File: config.mk
export PLATFORM = sky130hd
export DESIGN_NAME = fetch_pc_gen
export DESIGN_NICKNAME = d
export VERILOG_FILES = /design/src/rtl/fetch_pc_gen.sv
export SDC_FILE = /design/constraint.sdc
export NUM_CORES = 1
export LEC_CHECK = 0
export BUFFER_PORTS_ARGS = -buffer_cell sky130_fd_sc_hd__buf_2
export CAP_MARGIN = 10
export CORE_AREA = 2 2 83 85
export CTS_CLUSTER_DIAMETER = 200
export CTS_CLUSTER_SIZE = 14
export DETAILED_ROUTE_END_ITERATION = 12
export DIE_AREA = 0 0 85 87
export PLACE_DENSITY = 0.65
export SLEW_MARGIN = 20
export SYNTH_ARGS = -nofsm -noshare
export SYNTH_HDL_FRONTEND = slang
export SYNTH_SLANG_ARGS = --single-unit
File: constraint.sdc
create_clock -name clock_i -period 2 [get_ports clock_i]
set_input_delay 0.4 -clock clock_i [delete_from_list [all_inputs] [get_ports clock_i]]
set_output_delay 0.4 -clock clock_i [all_outputs]
set_load 0.01 [all_outputs]
File: src/rtl/fetch_pc_gen.sv
// Purpose : front-end PC generator; presents one aligned fetch group per cycle with slot mask and epoch tag.
// Latency : redirect/predict in cycle N is presented (valid) in cycle N+1; one invalid BOOT cycle after reset.
// Backpr. : group is held stable while fetch_valid_o && !ready_i; redirect/predict discard an unfired group.
//
// Ports:
//   clock_i, reset_n_i          clock, asynchronous active-low reset
//   ready_i                     downstream accepts the presented group
//   redirect_valid_i/pc_i       execute/exception redirect (highest priority, bumps epoch)
//   predict_valid_i/pc_i        fetch2 predicted-taken redirect (epoch unchanged)
//   halt_i                      stop fetching; only a redirect resumes
//   fetch_valid_o, pc_o         request valid, group-aligned address
//   slot_mask_o, epoch_o        wanted-slot mask, redirect epoch of the request
module fetch_pc_gen #(
  parameter int                XLEN        = 32,
  parameter int                FETCH_WIDTH = 2,
  parameter logic [XLEN-1:0]   RESET_PC    = 32'h0,
  parameter int                EPOCH_W     = 2
) (
  input  logic                   clock_i,
  input  logic                   reset_n_i,
  input  logic                   ready_i,
  input  logic                   redirect_valid_i,
  input  logic [XLEN-1:0]        redirect_pc_i,
  input  logic                   predict_valid_i,
  input  logic [XLEN-1:0]        predict_pc_i,
  input  logic                   halt_i,
  output logic                   fetch_valid_o,
  output logic [XLEN-1:0]        pc_o,
  output logic [FETCH_WIDTH-1:0] slot_mask_o,
  output logic [EPOCH_W-1:0]     epoch_o
);

  localparam int GB     = 4 * FETCH_WIDTH;
  localparam int LGB    = $clog2(GB);
  localparam int SLOT_W = (FETCH_WIDTH > 1) ? $clog2(FETCH_WIDTH) : 1;

  localparam logic [XLEN-1:0] GRP_MASK = ~XLEN'(GB - 1);
  localparam logic [XLEN-1:0] WORD_MASK = ~XLEN'(3);

  typedef enum logic [1:0] {
    BOOT   = 2'd0,
    RUN    = 2'd1,
    HALTED = 2'd2
  } state_t;

  state_t               state, state_nxt;
  logic [XLEN-1:0]      cur_pc, cur_pc_nxt;
  logic [EPOCH_W-1:0]   epoch, epoch_nxt;
  logic [SLOT_W-1:0]    slot_idx;
  logic                 fire;
  logic [XLEN-1:0]      seq_pc;

  // Word index of cur_pc inside its fetch group; a single-slot group has no index bits.
  generate
    if (FETCH_WIDTH > 1) begin : g_slot_idx
      assign slot_idx = cur_pc[LGB-1:2];
    end else begin : g_slot_idx_one
      assign slot_idx = '0;
    end
  endgenerate

  assign fetch_valid_o = (state == RUN);
  assign pc_o          = cur_pc & GRP_MASK;
  assign epoch_o       = epoch;
  assign fire          = fetch_valid_o && ready_i;
  // Wraps modulo 2^XLEN by construction.
  assign seq_pc        = pc_o + XLEN'(GB);

  // Slots before the entry word of an unaligned target are not wanted.
  always_comb begin
    slot_mask_o = '0;
    for (int i = 0; i < FETCH_WIDTH; i++) begin
      slot_mask_o[i] = (SLOT_W'(i) >= slot_idx);
    end
  end

  always_comb begin
    state_nxt  = state;
    cur_pc_nxt = cur_pc;
    epoch_nxt  = epoch;
    if (redirect_valid_i) begin
      // Wins in every state, including HALTED and BOOT.
      state_nxt  = RUN;
      cur_pc_nxt = redirect_pc_i & WORD_MASK;
      epoch_nxt  = epoch + EPOCH_W'(1);
    end else begin
      unique case (state)
        BOOT: begin
          state_nxt = RUN;
        end
        HALTED: begin
          // Hold; predict and halt are ignored here.
        end
        RUN: begin
          if (halt_i) begin
            state_nxt = HALTED;
            if (fire) cur_pc_nxt = seq_pc;
          end else if (predict_valid_i) begin
            // The current group is on the wrong path, so it is dropped even if not fired.
            cur_pc_nxt = predict_pc_i & WORD_MASK;
          end else if (fire) begin
            cur_pc_nxt = seq_pc;
          end
        end
        default: begin
          state_nxt = BOOT;
        end
      endcase
    end
  end

  always_ff @(posedge clock_i or negedge reset_n_i) begin
    if (!reset_n_i) begin
      state  <= BOOT;
      cur_pc <= RESET_PC & WORD_MASK;
      epoch  <= '0;
    end else begin
      state  <= state_nxt;
      cur_pc <= cur_pc_nxt;
      epoch  <= epoch_nxt;
    end
  end

endmodule

### Word level (Yosys, flattened, before mapping)

Cells that the tools add are included.

* $add $sub $neg: 2
* order comparisons: 2
* eq/ne operators: 4
* multiplexer cells: 8
* reduce and logical (&&, ||, !) cells: 4

Operator list (count)
* $mux W32: 5
* $add A32 B4 Y32 const B: 1
* $pmux W2 S3: 1
* $mux W2: 2
* $ne A3 B3 Y1 const B: 1
* $add A2 B1 Y2 const B: 1
* $eq A2 B1 Y1 const B: 1
* $eq A2 B2 Y1 const B: 1
* $ge A1 B1 Y1 const A: 2
* $logic_not A2 Y1: 1
* $ne A2 B2 Y1 const B: 1
* $reduce_and A2 Y1: 1
* $reduce_bool A2 Y1: 1
* $logic_and A1 B1 Y1: 1

* register bits after elaboration: 36
* bits of input ports: 70
* output and inout bits: 37
* logic and storage cells: 23

### Depth between registers and ports, before layout

Gate-level depths: netlist of the first run.

* word-level depth: 7
* depth in mapped cells: 7
* mapped depth without buffers: 6

### Worst setup path after synthesis of the first run

No wires, ideal clock.

* kind: register -> register
* start point: register cur_pc[3]
* end point: register cur_pc[27]
* library setup time: 138 ps
* arrival time: 1720 ps
* data required time: 1862 ps
* setup slack: 143 ps
* stages on the path, launching flop included: 8
* buffers on the path: 1
* period minus slack after synthesis: 1857 ps
* cells stage by stage: dfrtp_1 ha_1 nand3_1 or3_1 buf_6 nor4_1 xnor2_1 o22ai_1

* word-level cells in the longest chain between the ends: 6

Ends and longest elaborated chain
* start: declaration: RTL line 47 `logic [XLEN-1:0] cur_pc, cur_pc_nxt;`
* start signal: assignment: RTL line 115 `cur_pc <= RESET_PC & WORD_MASK;`
* start signal: assignment: RTL line 119 `cur_pc <= cur_pc_nxt;`
* $add A32 B4 Y32 *: RTL line 67 `assign seq_pc = pc_o + XLEN'(GB);`
* $mux W32 *: RTL line 97, 101
* $mux W32: RTL line 98 `end else if (predict_valid_i) begin`
* $mux W32 *: RTL line 95 `if (halt_i) begin`
* $mux W32 *: RTL line 87 `unique case (state)`
* $mux W32 *: RTL line 81 `if (redirect_valid_i) begin`

Every way passes the cells marked *; elsewhere a longest branch is shown, timed or not. The select of a mux whose other input is x is not followed.
A chain may end at the register's enable or synchronous reset.

### Final worst setup path of the first run

* start point: register cur_pc[11]
* end point: register cur_pc[30]

Same word-level chain as after synthesis.

==> impl_metrics.json, run 1 <==
{
  "die_h_um": 87,
  "h-tree-depth": 2,
  "clk_pin_slew_ns": 0.07,
  "min_period_ns": 1.881,
  "r2r_cells": 6,
  "synth_area_sq_um": 2497,
  "setup_viol": 0,
  "reg2reg_slack_ns": 0.12,
  "drt-total-wl_um": 7298,
  "root_buffer": "clkbuf_8",
  "rr_endpoint": "cur_pc[30]",
  "synth_flop_cell": "dfrtp_1",
  "wire_per_inst_um": 15.56,
  "hold_viol_final": 0,
  "crit_arrival_ns": 2.10,
  "hp-class": "in -> async",
  "rsz0062_at_grt": "yes",
  "cp.required_ns": 2.21,
  "core-area_sq_um": 6569,
  "grt.overflow.total": 0,
  "fp-row-count": 30,
  "ys_warn_count": 0,
  "gp_congestion": 0.8498,
  "timing.rr.start": "cur_pc[11]",
  "pin_count": 107,
  "clock-sinks": 34,
  "antenna_left": 0,
  "netlist_instances": 300,
  "skew_ns": 0.01197,
  "drv_slew": 0,
  "p_per_area_nw_per_um2": 733.1,
  "place.port_buffers": 98,
  "fin_crit_sh": 0.9406,
  "initial_core_util": 0.3802,
  "power_leakage_nw": 1.421,
  "post-cts-setup-buffers": 0,
  "hold_buffers": 0,
  "drive_gt1_frac": 0.3676,
  "fill_cells": 677,
  "finish.utilization": 0.4827,
  "yosysSeqAreaShare": 0.3407,
  "cts_tree": "yes",
  "critPathCaptureType": "flop",
  "drc": 0,
  "path_class": "reg -> reg",
  "status": "completed",
  "ys_types": 44,
  "hold_ws_ns": 0.05690,
  "cap_violations": 0,
  "clk-insertion-delay-late_ns": 0.29,
  "n_antenna_cell": 0,
  "start_kind": "flop",
  "place_hpwl_um": 5375,
  "place_area_sq_um": 3040,
  "die_area_sq_um": 7395,
  "synth_edf_count": 0,
  "cts_inserted_buffers": 5,
  "antenna_found_initial": 0,
  "viasPerCell": 5.441,
  "grtUsageTotal": 0.1953,
  "dr.first_iter.drc_count": 162,
  "synth-async-reset-ratio": 1.000,
  "syn_avg_cell_area_sq_um": 8.325,
  "peakVddDrop_uv": 364.5,
  "vias": 2552,
  "first_pass_iters": 4,
  "grt_pass1_wl_um": 11450,
  "crit_path_max_fanout": 3,
  "ys_ff_latch": 34,
  "grt_max_degree": 66,
  "fin_area_sq_um": 3171,
  "grt_pass1_vias": 2321,
  "setup_slack_ns": 0.1188,
  "dp_slack_ns": -0.03956,
  "syn_to_final_growth_pct": 26.95,
  "nets": 460,
  "die_w_um": 85,
  "totalPowerFinal_mw": 2.324,
  "cts_buffer_depth": 2,
  "fmax_mhz": 531.6
}
[flip-flops by register name (all words and copies together), names as in the netlist]
name,flops
epoch_o,2
state,2
cur_pc,30
[critical path: stages (launching register included)]
cell and delay (ns):
dfrtp_1 0.36, nand4_1 0.18, buf_4 0.20, nor4_2 0.36, nand3_1 0.20, or3_1 0.35, a31oi_1 0.17
[what timing repair did]
| action | in CTS | in global routing |
|---|---|---|
| setup endpoints to repair | 1 | 10 |
| cloned | 0 | 0 |
| gates resized for setup | 1 | 2 |
[cell type report]
| type | count | area, sq um | area share |
|---|---|---|---|
| multi-input cells | 211 | 1325 | 0.4179 |
| flip-flops and latches | 34 | 850.8 | 0.2684 |
| repair buffers | 130 | 755.7 | 0.2384 |
| well taps | 80 | 100.1 | 0.03157 |
| clock buffers | 6 | 82.58 | 0.02605 |
| clock inverters | 1 | 30.03 | 0.009471 |
| inverters | 7 | 26.28 | 0.008287 |
[cells in the mapped netlist (all sizes together), types with 3 or more instances]
cell type / count / area (sq um)
a21o: 3 / 22.52
a21oi: 7 / 35.03
a221oi: 4 / 35.03
a22oi: 15 / 112.6
a31oi: 3 / 18.77
and3: 4 / 25.02
buf: 37 / 271.5
clkbuf: 13 / 48.80
dfrtp: 34 / 850.8
inv: 6 / 22.52
nand2: 33 / 123.9
nand3: 14 / 70.07
nand4: 7 / 43.79
nor2: 20 / 75.07
nor2b: 5 / 31.28
nor3: 8 / 40.04
nor4: 5 / 43.79
o21ai: 12 / 60.06
o221ai: 15 / 131.4
o22ai: 8 / 50.05
xnor2: 14 / 122.6
xor2: 9 / 78.83
[where the power goes]
part / total [mW] / internal [mW] / switching [mW]
clock network: 0.669 / 0.399 / 0.270
registers: 0.915 / 0.795 / 0.120
logic: 0.740 / 0.357 / 0.383
total: 2.32 / 1.55 / 0.773
[worst max-delay path by stage]
stage          startpoint  cells past startpoint  slack [ns]    endpoint
3_3_place_gp    cur_pc[3]                      6        0.03  cur_pc[31]
2_1_floorplan   cur_pc[3]                      7        0.14  cur_pc[27]
6_report       cur_pc[11]                      6        0.12  cur_pc[30]
3_5_place_dp    cur_pc[3]                      6       -0.04  cur_pc[31]
4_1_cts         cur_pc[3]                      7      0.0009  cur_pc[21]
5_1_grt         cur_pc[4]                      6       -0.04  cur_pc[31]
[routing by layer]
layer  vias to the layer above  global-route usage  routed length [um]
met5                         -                   0                   0
met4                         0             0.05483                  95
met3                        10             0.04360                 386
met2                        77              0.3182                3414
met1                      1229              0.2617                3401
li1                       1236                   -                   -
[stage by stage]
step           cells  setup TNS (ns)
2_1_floorplan    302               0
3_3_place_gp     462               0
3_5_place_dp     462        -0.03956
4_1_cts          469               0
5_1_grt          469        -0.09271
6_report         469               0
[logic make-up after synthesis]
family | count (synthesis) | synth area share
AND/OR/NAND/NOR | 105 | 0.2079
AO/OA/AOI/OAI | 77 | 0.2199
buffers and inverters | 57 | 0.1388
flip-flops | 34 | 0.3407
XOR/XNOR | 23 | 0.08066
other | 2 | 0.003007
adder cells (fa/ha/maj) | 1 | 0.005009
multiplexers | 1 | 0.004008
[placed cells by master (no fill, tap or decap), types with 2 or more instances in the layout]
cell	n
buf_4	30
a221oi_1	4
and4_1	2
conb_1	4
a22oi_1	15
nor3_1	8
buf_12	2
nand4b_1	2
nor2_1	20
a211oi_1	2
nor2b_1	5
nand2b_1	2
a21o_1	3
a21oi_1	7
nor4_2	4
buf_2	98
clkbuf_8	6
o221ai_1	15
nand4_1	7
nand3_1	14
o22ai_1	8
xor2_1	9
o21ai_0	12
dfrtp_1	34
a31oi_1	3
and3_1	4
nand2_1	33
xnor2_1	14
inv_1	6
(Power assumes the default switching activity.)
==> inputs of run 2 (changes only) <==
--- a/config.mk
+++ b/config.mk
@@ -7,12 +7,13 @@
 export LEC_CHECK = 0
 export BUFFER_PORTS_ARGS = -buffer_cell sky130_fd_sc_hd__buf_2
 export CAP_MARGIN = 10
-export CORE_AREA = 2 2 83 85
+export CORE_AREA = 2 2 74 76
+export CTS_BUF_LIST = sky130_fd_sc_hd__clkbuf_4 sky130_fd_sc_hd__clkbuf_8
 export CTS_CLUSTER_DIAMETER = 200
 export CTS_CLUSTER_SIZE = 14
 export DETAILED_ROUTE_END_ITERATION = 12
-export DIE_AREA = 0 0 85 87
-export PLACE_DENSITY = 0.65
+export DIE_AREA = 0 0 76 78
+export PLACE_DENSITY = 0.8
 export SLEW_MARGIN = 20
 export SYNTH_ARGS = -nofsm -noshare
 export SYNTH_HDL_FRONTEND = slang
==> run 2 against run 1 <==
  * Hold slack better by 0.15 ns
  * Clock-buffer cell count up 2
  * Die area down 20%
  * Utilization up 14 points
  * Combinational power about the same
  * Largest power group unchanged
==> impl_metrics.json, run 2 (same netlist as run 1, synthesis figures left out) <==
{
  "die_h_um": 78,
  "critPathCaptureType": "output port",
  "place.port_buffers": 98,
  "power_leakage_nw": 1.422,
  "cts_buffer_depth": 2,
  "fp-row-count": 26,
  "reg2reg_slack_ns": 0.15,
  "p_per_area_nw_per_um2": 715.1,
  "place_area_sq_um": 2993,
  "wire_per_inst_um": 14.85,
  "place_hpwl_um": 5053,
  "largest_register_ffs": 30,
  "vias": 2579,
  "die_area_sq_um": 5928,
  "pin_count": 107,
  "n_antenna_cell": 0,
  "fill_cells": 458,
  "crit_slowest_cell": "dfrtp_1",
  "path_class": "reg -> out",
  "setup_viol": 0,
  "cts_tree": "yes",
  "clk-insertion-delay-late_ns": 0.28,
  "drt-total-wl_um": 6817,
  "clk_pin_slew_ns": 0.07,
  "setup_tns_ns": 0,
  "viasPerCell": 5.619,
  "setup_slack_ns": 0.1293,
  "most-common-layout-cells": "buf_2, dfrtp_1, nand2_1",
  "cts_inserted_buffers": 5,
  "fin_crit_sh": 0.9354,
  "rr_endpoint": "cur_pc[21]",
  "syn_to_final_growth_pct": 26.05,
  "critPathBufInv": 3,
  "cp_top_family": "buffers and inverters",
  "cap_violations": 0,
  "dr.first_iter.drc_count": 165,
  "nets": 459,
  "die_w_um": 76,
  "top_register": "cur_pc",
  "status": "completed",
  "hold_viol_final": 0,
  "relSlewSlack": 0.4690,
  "totalPowerFinal_mw": 2.251,
  "r2r_cells": 7,
  "drv_slew": 0,
  "timing.rr.start": "cur_pc[3]",
  "start_kind": "flop",
  "grt_max_degree": 66,
  "core-area_sq_um": 5042,
  "initial_core_util": 0.4953,
  "tightest_slew_ns": 0.7965,
  "first_pass_iters": 5,
  "gp_congestion": 0.8833,
  "peakVddDrop_uv": 487.7,
  "drc": 0,
  "crit_arrival_ns": 1.47,
  "cp.required_ns": 1.60,
  "path_cells": "buf_4 > nand2b_1 > clkinvlp_4 > buf_2",
  "min_period_ns": 1.871,
  "max_stage_delay_ns": 0.38,
  "final_common_cell": "buf_2",
  "hp-class": "in -> async",
  "hold_buffers": 0,
  "root_buffer": "clkbuf_8",
  "fmax_mhz": 534.6,
  "antenna_found_initial": 0,
  "crit_start": "state[0]",
  "grtUsageTotal": 0.2311,
  "grt_pass1_wl_um": 11210,
  "clock-sinks": 34,
  "dp_slack_ns": 0.04867,
  "crit_path_max_fanout": 7,
  "grt_pass1_vias": 2472,
  "fin_area_sq_um": 3148,
  "grt.overflow.total": 0,
  "skew_ns": 0.006512,
  "rsz0062_at_grt": "no",
  "antenna_left": 0,
  "drive_gt1_frac": 0.3702,
  "h-tree-depth": 2
}
run 2: cell types whose count changed in the layout (fill, tap and decap cells not counted), sizes merged:
cell / before / now
clkbuf: 6 / 8
clkinvlp: 0 / 1
buf: 130 / 129
clkinv: 1 / 0
bufinv: 1 / 0
run 2: worst reg2reg max path, stage by stage, from the launching register on:
cell	delay (ns)
dfrtp_1	0.35
ha_1	0.19
nand3_1	0.11
or3_4	0.42
buf_4	0.18
nor3_1	0.20
xnor2_1	0.15
o221ai_1	0.12
run 2: layout make-up:
class,count,area (sq um),share of cell area
multi-input cells,211,1334,0.4237
flip-flops and latches,34,850.8,0.2703
inverters,7,30.03,0.009539
clock buffers,8,110.1,0.03498
well taps,70,87.58,0.02782
repair buffers,129,735.7,0.2337
run 2: worst max path at each step:
stage | end | cells past startpoint | slack [ns]
finish | fetch_valid_o | 4 | 0.13
global route | fetch_valid_o | 4 | 0.03
CTS | cur_pc[31] | 6 | 0.02
detailed placement | cur_pc[31] | 6 | 0.05
global placement | cur_pc[31] | 6 | 0.08
floorplan | cur_pc[27] | 7 | 0.14
run 2: stage by stage:
stage | hold slack (ns) | util | instances
2_1_floorplan | 0.1044 | - | 302
4_1_cts | 0.2231 | 0.6154 | 457
5_1_grt | 0.2720 | 0.6243 | 459
3_5_place_dp | 0.4739 | 0.5935 | 449
3_3_place_gp | 0.4563 | 0.5935 | 449
6_report | 0.2062 | 0.6243 | 459
run 2: routing by layer:
layer	up-vias	GRT usage	routed length [um]
met5	-	0	0
met4	0	0.07273	127
met3	12	0.03721	499
met2	113	0.4098	3311
met1	1220	0.2893	2880
li1	1234	-	-
run 2: power breakdown:
group          internal (mW)  switching, mW  total, mW
registers              0.795          0.122      0.917
logic                  0.356          0.384      0.740
clock network          0.348          0.246      0.593
total                   1.50          0.752       2.25
run 2: what timing repair did:
| action | CTS | global route |
|---|---|---|
| buffers inserted | 0 | 2 |
| resized for setup | 0 | 5 |
| endpoints found under the setup margin | 0 | 9 |
